[src/rtl/xy_route_input_unit.sv]
// Router input port: flit FIFO, registered XY route stage and wormhole packet FSM.
// Routes each packet from its header, holds the port request through the tail, drops bad packets.
module xy_route_input_unit #(
   parameter int X_NODE_NUM       = 4,
   parameter int Y_NODE_NUM       = 4,
   parameter int X_NODE_NUM_WIDTH = 2,
   parameter int Y_NODE_NUM_WIDTH = 2,
   parameter int CUR_X            = 1,
   parameter int CUR_Y            = 1,
   parameter int FLIT_W           = 16,
   parameter int DEPTH            = 4
) (
   input  logic                       clk,
   input  logic                       rst,
   input  logic [FLIT_W-1:0]          in_flit,
   input  logic                       in_valid,
   output logic                       in_ready,
   output logic [FLIT_W-1:0]          out_flit,
   output logic                       out_valid,
   input  logic                       out_ready,
   output logic [4:0]                 out_req,
   output logic [3:0]                 port_num,
   output logic [$clog2(DEPTH):0]     fifo_count,
   output logic                       err_drop
);

   localparam int AW = $clog2(DEPTH);
   localparam int CW = AW + 1;
   localparam int XW = X_NODE_NUM_WIDTH;
   localparam int YW = Y_NODE_NUM_WIDTH;

   localparam logic [1:0] T_BODY   = 2'b00;
   localparam logic [1:0] T_TAIL   = 2'b01;
   localparam logic [1:0] T_HEAD   = 2'b10;
   localparam logic [1:0] T_SINGLE = 2'b11;

   localparam logic [XW:0] CUR_X_V = (XW+1)'(CUR_X);
   localparam logic [YW:0] CUR_Y_V = (YW+1)'(CUR_Y);

   typedef enum logic [1:0] {IDLE, ACTIVE, DROP} state_t;

   state_t              state, state_next;
   logic [FLIT_W-1:0]   mem [DEPTH];
   logic [AW-1:0]       wr_ptr, rd_ptr;
   logic [CW-1:0]       count;
   logic                empty, full, push, pop, drop_pop;
   logic                load_route, clear_route;
   logic [FLIT_W-1:0]   head;
   logic [1:0]          head_type;
   logic                head_hdr, head_last;
   logic [XW-1:0]       dest_x;
   logic [YW-1:0]       dest_y;
   logic                in_range;
   logic [XW:0]         xdiff;
   logic [YW:0]         ydiff;
   logic [4:0]          route_req;
   logic [3:0]          route_port;

   assign empty      = (count == '0);
   assign full       = (count == CW'(DEPTH));
   assign in_ready   = !full;
   assign push       = in_valid && in_ready;
   assign pop        = (out_valid && out_ready) || drop_pop;
   assign fifo_count = count;

   assign head      = mem[rd_ptr];
   assign out_flit  = head;
   assign head_type = head[FLIT_W-1:FLIT_W-2];
   assign head_hdr  = (head_type == T_HEAD) || (head_type == T_SINGLE);
   assign head_last = (head_type == T_TAIL) || (head_type == T_SINGLE);
   assign dest_y    = head[YW-1:0];
   assign dest_x    = head[XW+YW-1:YW];
   assign in_range  = (int'(dest_x) < X_NODE_NUM) && (int'(dest_y) < Y_NODE_NUM);

   // Zero-extended difference; the extra top bit acts as the sign.
   assign xdiff = {1'b0, dest_x} - CUR_X_V;
   assign ydiff = {1'b0, dest_y} - CUR_Y_V;

   always_comb begin
      route_req  = 5'b00001;
      route_port = 4'd1;
      if (xdiff != '0) begin
         if (xdiff[XW]) begin
            route_req  = 5'b00100;
            route_port = 4'd4;
         end else begin
            route_req  = 5'b00010;
            route_port = 4'd2;
         end
      end else if (ydiff != '0) begin
         if (ydiff[YW]) begin
            route_req  = 5'b10000;
            route_port = 4'd3;
         end else begin
            route_req  = 5'b01000;
            route_port = 4'd5;
         end
      end
   end

   always_ff @(posedge clk) begin
      if (push) mem[wr_ptr] <= in_flit;
   end

   always_ff @(posedge clk or posedge rst) begin
      if (rst) begin
         wr_ptr <= '0;
         rd_ptr <= '0;
         count  <= '0;
      end else begin
         if (push) wr_ptr <= wr_ptr + AW'(1);
         if (pop)  rd_ptr <= rd_ptr + AW'(1);
         case ({push, pop})
            2'b10:   count <= count + CW'(1);
            2'b01:   count <= count - CW'(1);
            default: count <= count;
         endcase
      end
   end

   always_ff @(posedge clk or posedge rst) begin
      if (rst) begin
         state    <= IDLE;
         out_req  <= '0;
         port_num <= '0;
      end else begin
         state <= state_next;
         if (load_route) begin
            out_req  <= route_req;
            port_num <= route_port;
         end else if (clear_route) begin
            out_req  <= '0;
            port_num <= '0;
         end
      end
   end

   // The header stays in the FIFO while routing; it leaves as the first data flit.
   always_comb begin
      state_next  = state;
      out_valid   = 1'b0;
      drop_pop    = 1'b0;
      err_drop    = 1'b0;
      load_route  = 1'b0;
      clear_route = 1'b0;
      case (state)
         IDLE: begin
            if (!empty) begin
               if (head_hdr) begin
                  if (in_range) begin
                     load_route = 1'b1;
                     state_next = ACTIVE;
                  end else begin
                     err_drop   = 1'b1;
                     state_next = DROP;
                  end
               end else begin
                  drop_pop = 1'b1;
                  err_drop = 1'b1;
               end
            end
         end
         ACTIVE: begin
            out_valid = !empty;
            if (!empty && out_ready && head_last) begin
               clear_route = 1'b1;
               state_next  = IDLE;
            end
         end
         DROP: begin
            if (!empty) begin
               drop_pop = 1'b1;
               if (head_last) state_next = IDLE;
            end
         end
         default: state_next = IDLE;
      endcase
   end

   logic unused_types;
   assign unused_types = (T_BODY == T_TAIL);

endmodule

[config.mk]
export PLATFORM = sky130hd
export DESIGN_NAME = xy_route_input_unit
export DESIGN_NICKNAME = d
export VERILOG_FILES = /design/src/rtl/xy_route_input_unit.sv
export SDC_FILE = /design/constraint.sdc
export NUM_CORES = 1
export LEC_CHECK = 0
export CORE_MARGIN = 2
export CORE_UTILIZATION = 48
export DETAILED_ROUTE_END_ITERATION = 6
export PLACE_DENSITY = 0.76
export SLEW_MARGIN = 20
export SYNTH_ARGS = -nofsm -noshare
export SYNTH_HDL_FRONTEND = slang
export SYNTH_SLANG_ARGS = --single-unit
[constraint.sdc]
create_clock -name clk -period 2.2 [get_ports clk]
set_input_delay 0.44 -clock clk [delete_from_list [all_inputs] [get_ports clk]]
set_output_delay 0.44 -clock clk [all_outputs]
set_load 0.01 [all_outputs]
Word-level counts from Yosys, hierarchy flattened
Memory sizes are Yosys's and may differ from the RTL's.
Cells that the tools add are included.
- $add $sub $neg: 6
- equal/unequal tests: 13
- mux-type cells: 32
- reduce and logical (&&, ||, !) cells: 16
- operators by type and width (operator ; number):
    2-to-1 mux 5 bit ; 5
    2-to-1 mux 1 bit ; 12
    2-to-1 mux 3 bit ; 4
    2-to-1 mux 4 bit ; 3
    2-to-1 mux 2 bit ; 5
    inequality test 2 bit (second input constant) ; 5
    == test 2 bit (second input constant) ; 4
    == test 2 x 1 -> 1 bit (second input constant) ; 3
    one-hot mux 2 bit (3 select lines) ; 1
    one-hot mux 3 bit (2 select lines) ; 1
    nonzero test 3 bit ; 2
    subtractor 2 x 1 -> 3 bit (second input constant) ; 2
    AND reduction 5 bit ; 1
    adder 2 x 1 -> 2 bit (second input constant) ; 2
    logical AND 1 bit ; 4
    nonzero test 2 bit ; 2
    adder 3 x 1 -> 3 bit (second input constant) ; 1
    == test 3 bit (second input constant) ; 1
    zero test 3 bit ; 1
    logical OR 1 bit ; 3
    subtractor 3 x 1 -> 3 bit (second input constant) ; 1
    zero test 1 bit ; 2
    zero test 2 bit ; 1
    one-hot mux 1 bit (2 select lines) ; 1
- bits in registers: 18
- RAM bits: 64
- output and inout port bits: 31
- memories kept: 1
- memory list (name ; depth ; width ; rd ports ; clocked after Yosys merged registers in ; wr ports ; RTL line ; source):
    mem ; 4 ; 16 ; 1 ; 0 ; 1 ; 43 ; logic [FLIT_W-1:0] mem [DEPTH];

Depth between registers and ports, before layout
An unclocked memory read counts as a cell.
- depth after elaboration: 9
- depth in mapped cells: 10

Worst setup path before layout
No wires, ideal clock.
- path type: reg-to-reg
- from: register rd_ptr[0]
- to: register count[2] (netlist: fifo_count[2])
- setup time: 79 ps
- arrival: 2385 ps
- setup slack: -264 ps
- stages on the path, launching flop included: 9
- buffers on the path: 0
- cell sequence: dfrtp_1 > mux4_1 > a211oi_2 > ha_1 > inv_1 > fa_1 > xor2_1 > nor2_1 > xor2_1
- longest elaborated chain between the ends: 9
- elaborated cells on any way between the ends: 12
- RTL lines (element ; RTL line ; source):
    from (decl) ; 44 ; logic [AW-1:0] wr_ptr, rd_ptr;
    from (signal assigned) ; 112 ; if (pop) rd_ptr <= rd_ptr + AW'(1);
    memory (4 x 16 bit) * ; n/a ;
    named net out_flit[15] ; 18 ; output logic [FLIT_W-1:0] out_flit,
    == test 2 bit ; 69 ; assign head_hdr = (head_type == T_HEAD) || (head_type == T_SINGLE);
    logical OR 1 bit * ; 69 ;
    2-to-1 mux 1 bit * ; 149 ; if (head_hdr) begin
    2-to-1 mux 1 bit * ; n/a ;
    one-hot mux 1 bit (2 select lines) * ; 146 ; case (state)
    logical OR 1 bit * ; 63 ; assign pop = (out_valid && out_ready) || drop_pop;
    named net pop ; 46 ; logic empty, full, push, pop, drop_pop;
    == test 2 x 1 -> 1 bit or == test 2 bit (tied branches) ; 113 ; case ({push, pop})
    one-hot mux 3 bit (2 select lines) or nonzero test 2 bit (tied branches) ; n/a ;
    to (signal assigned) ; 114 ; 2'b10: count <= count + CW'(1);
    to (signal assigned) ; 115 ; 2'b01: count <= count - CW'(1);
    to (signal assigned) ; 116 ; default: count <= count;
    to (decl) ; 45 ; logic [CW-1:0] count;
The timed path passes the listed nets; every way through them passes the cells marked *.
A chain may end at the register's enable or synchronous reset.

Worst setup path in the final report
- from: register rd_ptr[0]
- to: output out_flit[12]
- longest elaborated chain between the ends: 1
- RTL lines (element ; RTL line):
    memory (4 x 16 bit) ; n/a
    to (decl) ; 18
No other way between the ends.

==> results.md <==
Route:
- The mean routed wirelength per cell is 17.5 um.
- The remaining design rule violation count is 0.
- For this run, the detailed router's first-pass iteration total came to 5.
- The vias after detailed routing is 1745.
- The final wirelength is 5.79 mm.
- In the routed layout, each cell is associated on average with a via count of 5.27.
- The number of antenna-violating nets in the routed design is 0.
- In this run, the number of DRC markers left after iteration 0 of detailed routing was 81.

Pwr:
- The cell leakage power is 1.62 nW.
- VDD sags by at most 775 uV.
- The ratio of total power to cell area is 1410 mW/mm^2.
- Sequential cells account for 37.1% of the total power.
- The internal portion of the total power is 4.09 mW.
- The net switching fraction of the power is 30.7%.
- The portion of total power attributed to combinational logic is 43.8%.
- The clock network fraction of design power is 19.1%.
- The reported net switching power is 1.82 mW.

Die:
- The floorplan has 29 rows.
- The area inside the core boundary is 0.00639 mm^2.
- The floorplan step set the die height to 85.6 um.
- The chip width is 85.6 um.
- The floorplan step defined a die boundary enclosing 0.00732 mm^2.
- 51 I/O pins were placed.
- For this configuration, the core starts out at a cell density of 50.0%.

Placement:
- Before CTS, the worst setup slack after placement is -0.129 ns.
- The wire-length estimate of the detail-placed layout is 3.79 mm.
- The global placer's final weighted congestion is 0.698.
- The count of buffers added on input and output ports is 49.
- Once placement finished, the instance area stood at 0.00392 mm^2.

Worst setup path:
- The minimum setup slack among reg-to-reg paths is -0.09 ns.
- The path depth of the worst reg2reg path is 8.
- The data arrival time at the worst-slack endpoint is 1.87 ns.
- The largest fanout on the critical path is 4.
- STA classifies the critical path endpoint as an output pin.
- Data on the critical path is required at its endpoint by 1.76 ns.
- The worst register-to-register path begins at rd_ptr[0]$_DFFE_PP0P_.
- The kind of critical path is reg2out.
- The reg-to-reg critical path endpoint is fifo_count[2]$_DFFE_PP0P_.
- The element type at the critical path start is a register.

GRT:
- The most used routing layer is met2.
- The global-route track usage on met3 is 7.41%.
- The residual overflow from global routing is 0.
- The first global-routing pass estimated 9.29 mm of wire.
- In the global route stage, met2 resource usage came out at 26.9%.
- Global routing consumed, over all layers together, 17.4% of the routing resources.
- The pin count of the biggest net entering global routing is 18.
- The number of antenna violations at the first check in global routing is 0.
- The via count of the first global-routing pass is 1836.
- The met1 track demand over resource in global routing is 23.0%.

Synthesis:
- The synthesized design devotes to its leading area cell type 60.2% of total area.
- Yosys printed 0 warnings.
- For this run, the leading register cell type out of synthesis is sky130_fd_sc_hd__edfxtp_1.
- The count of flip-flops with a built-in enable after synthesis is 64.
- The share of flip-flops with an asynchronous set or reset after synthesis is 20.0%.
- Sorting the synthesized cells by how often they occur yields sky130_fd_sc_hd__edfxtp_1 (64), sky130_fd_sc_hd__dfrtp_1 (16), sky130_fd_sc_hd__inv_1 (10), sky130_fd_sc_hd__mux4_2 (9), sky130_fd_sc_hd__mux4_1 (6).
- The netlist uses 37 different library cells.
- The mean instance size in the synthesized netlist is 19.7 um^2.
- The number of flip-flops and latches in the synthesized netlist is 80.
- The net count after synthesis is 188.
- The synthesized netlist occupies a cell area of 0.00319 mm^2.
- Sequential cells were found to cover 72.7% of the synthesized design area.
- sky130_fd_sc_hd__edfxtp_1 is the most common cell in the netlist.
- Counting every instance in the synthesized netlist gives 162.
- The cell accounting for the most synthesized area is sky130_fd_sc_hd__edfxtp_1.
- By area the synthesized netlist is led by sky130_fd_sc_hd__edfxtp_1 (60%), sky130_fd_sc_hd__dfrtp_1 (13%), sky130_fd_sc_hd__mux4_2 (6.3%).

Final layout:
- The area growth from synthesis to layout is 31.3%.
- The area of all placed cells without fillers is 0.00420 mm^2.
- At the end of the flow, the number of nets in the layout was 275.
- The share of final-layout standard cells stronger than drive strength 1 is 34.3%.
- Once layout is complete, the utilization of the core stands at 65.7%.
- The repair_antennas step left the layout with diodes totalling 0.

STA:
- On the final layout, the worst clock skew is 0.00822 ns.
- The fmax is 433 MHz.
- The slew of the pin with the lowest slew margin is 0.654 ns.
- The final critical-path setup slack is -0.112 ns.
- The normalized max-slew margin is 56.3%.
- The final critical-path required period is 2.31 ns.
- The total of endpoints with negative setup slack in the final report is 7.
- The number of pins with negative max-slew slack in the final report is 0.
- The count of endpoints failing hold in the final timing report came to 0.
- Setup repair after global routing could not meet its margin everywhere.
- The final critical-path share of the clock period is 105%.

CTS:
- The CTS tree is built.
- After clock tree synthesis, the clock-pin slew on the worst setup and hold paths is 0.07 ns.
- CTS built an H-tree with a depth of 3.
- The insertion delay of the later-clocked pin in the worst-skew pair is 0.34 ns.
- Buffers inserted during clock tree synthesis total 9.
- For this design, the sink count on the clock tree is 80.
- Hold repair after CTS inserted 0 buffers.
- The buffer type at the clock tree root is sky130_fd_sc_hd__clkbuf_8.
- The longest clock path from root to sink contains 2 buffers.

Run:
- Across the run, the number of max-cap violations was 0.

Hold path:
- The class of the tightest hold or removal check is reg2reg.
- The cell depth of the worst hold path is 1.
- For hold timing, the worst endpoint is port_num[0]$_DFFE_PP0P_.
- The startpoint identified for the worst hold timing path is port_num[0]$_DFFE_PP0P_.

Run status:
- The run finished, with violations left.
- The checks that failed: negative setup slack.
-- worst max path at each step --
stage | startpoint | end | slack [ns] | depth (start not counted)
2_1_floorplan | rd_ptr[0]$_DFFE_PP0P_ | fifo_count[2]$_DFFE_PP0P_ | -0.09 | 8
3_3_place_gp | out_ready | fifo_count[2]$_DFFE_PP0P_ | -0.09 | 9
3_5_place_dp | out_ready | fifo_count[2]$_DFFE_PP0P_ | -0.13 | 9
4_1_cts | rd_ptr[0]$_DFFE_PP0P_ | fifo_count[2]$_DFFE_PP0P_ | -0.11 | 8
5_1_grt | rd_ptr[0]$_DFFE_PP0P_ | fifo_count[2]$_DFFE_PP0P_ | -0.18 | 8
6_report | rd_ptr[0]$_DFFE_PP0P_ | out_flit[12] | -0.11 | 6
-- layout by cell type, fill, tap and decap left out, drive strengths merged, types with 4 or more instances in the layout --
cell           synthesis  routed
edfxtp                64      64
buf                    5      44
ha                     5       5
inv                   10      11
mux2i                  4       4
clkdlybuf4s50          0      32
clkbuf                 0      15
mux4                  15      15
a22o                   5       5
dfrtp                 16      16
and3                   5       5
-- per-layer routing --
metal | vias to the layer above | wire length, um
met1 | 874 | 2580
met3 | 6 | 423
li1 | 804 | -
met4 | 0 | 42
met5 | - | 0
met2 | 61 | 2740
-- power by group through the flow --
| stage | Sequential [mW] | Clock (mW) | Combinational [mW] |
|---|---|---|---|
| after floorplan | 2.21 | 0 | 1.31 |
| after global placement | 2.20 | 0 | 2.39 |
| after detailed placement | 2.22 | 0 | 2.42 |
| after CTS | 2.20 | 1.16 | 2.56 |
| after global routing | 2.23 | 1.22 | 2.81 |
| final | 2.19 | 1.13 | 2.59 |
-- repair_timing --
| action | CTS | global route |
|---|---|---|
| resized for setup | 76 | 9 |
| pin swaps | 0 | 3 |
| buffers inserted | 6 | 5 |
| endpoints found under the setup margin | 18 | 18 |
| gates cloned | 1 | 0 |
-- area by class of cell --
class | instances | area, um^2
sequential | 80 | 2320
fill | 458 | 2190
multi-input combinational | 67 | 796
timing repair buffer | 81 | 731
clock buffer | 11 | 131
tap | 77 | 96.3
clock inverter | 5 | 80.1
inverter | 10 | 37.5
-- sequential cells by signal (all words and copies together), names as in the netlist --
name and cells:
mem 64, out_req 5, fifo_count 3, port_num 3, rd_ptr 2, wr_ptr 2
state 1
-- critical path: stages, from the launching register on --
cell	delay [ns]
sky130_fd_sc_hd__dfrtp_2	0.43
sky130_fd_sc_hd__buf_4	0.15
sky130_fd_sc_hd__buf_6	0.11
sky130_fd_sc_hd__buf_8	0.12
sky130_fd_sc_hd__buf_4	0.13
sky130_fd_sc_hd__mux4_2	0.45
sky130_fd_sc_hd__buf_6	0.15
-- per-stage QoR --
stage | std cells | setup TNS, ns | hold slack (ns) | power, mW
finish | 331 | -0.589 | 0.485 | 5.91
global placement | 304 | -0.0951 | 0.464 | 4.58
detailed placement | 304 | -0.154 | 0.478 | 4.64
global route | 331 | -1.26 | 0.529 | 6.26
CTS | 327 | -0.192 | 0.496 | 5.92
floorplan | 162 | -0.0947 | 0.354 | 3.51
-- cells by family (layout without fill, tap and decap cells) --
kind of cell | Yosys count | in the layout | synth area share [%]
flops | 80 | 80 | 72.7
fa+ha+maj | 6 | 6 | 2.59
other cells | 1 | 1 | 0.117
buf+inv | 15 | 107 | 2.19
simple gates | 20 | 20 | 4.07
compound gates | 14 | 14 | 3.80
mux | 20 | 20 | 12.9
xor+xnor | 6 | 6 | 1.65
Note: power is estimated with default switching activity, not from simulation.
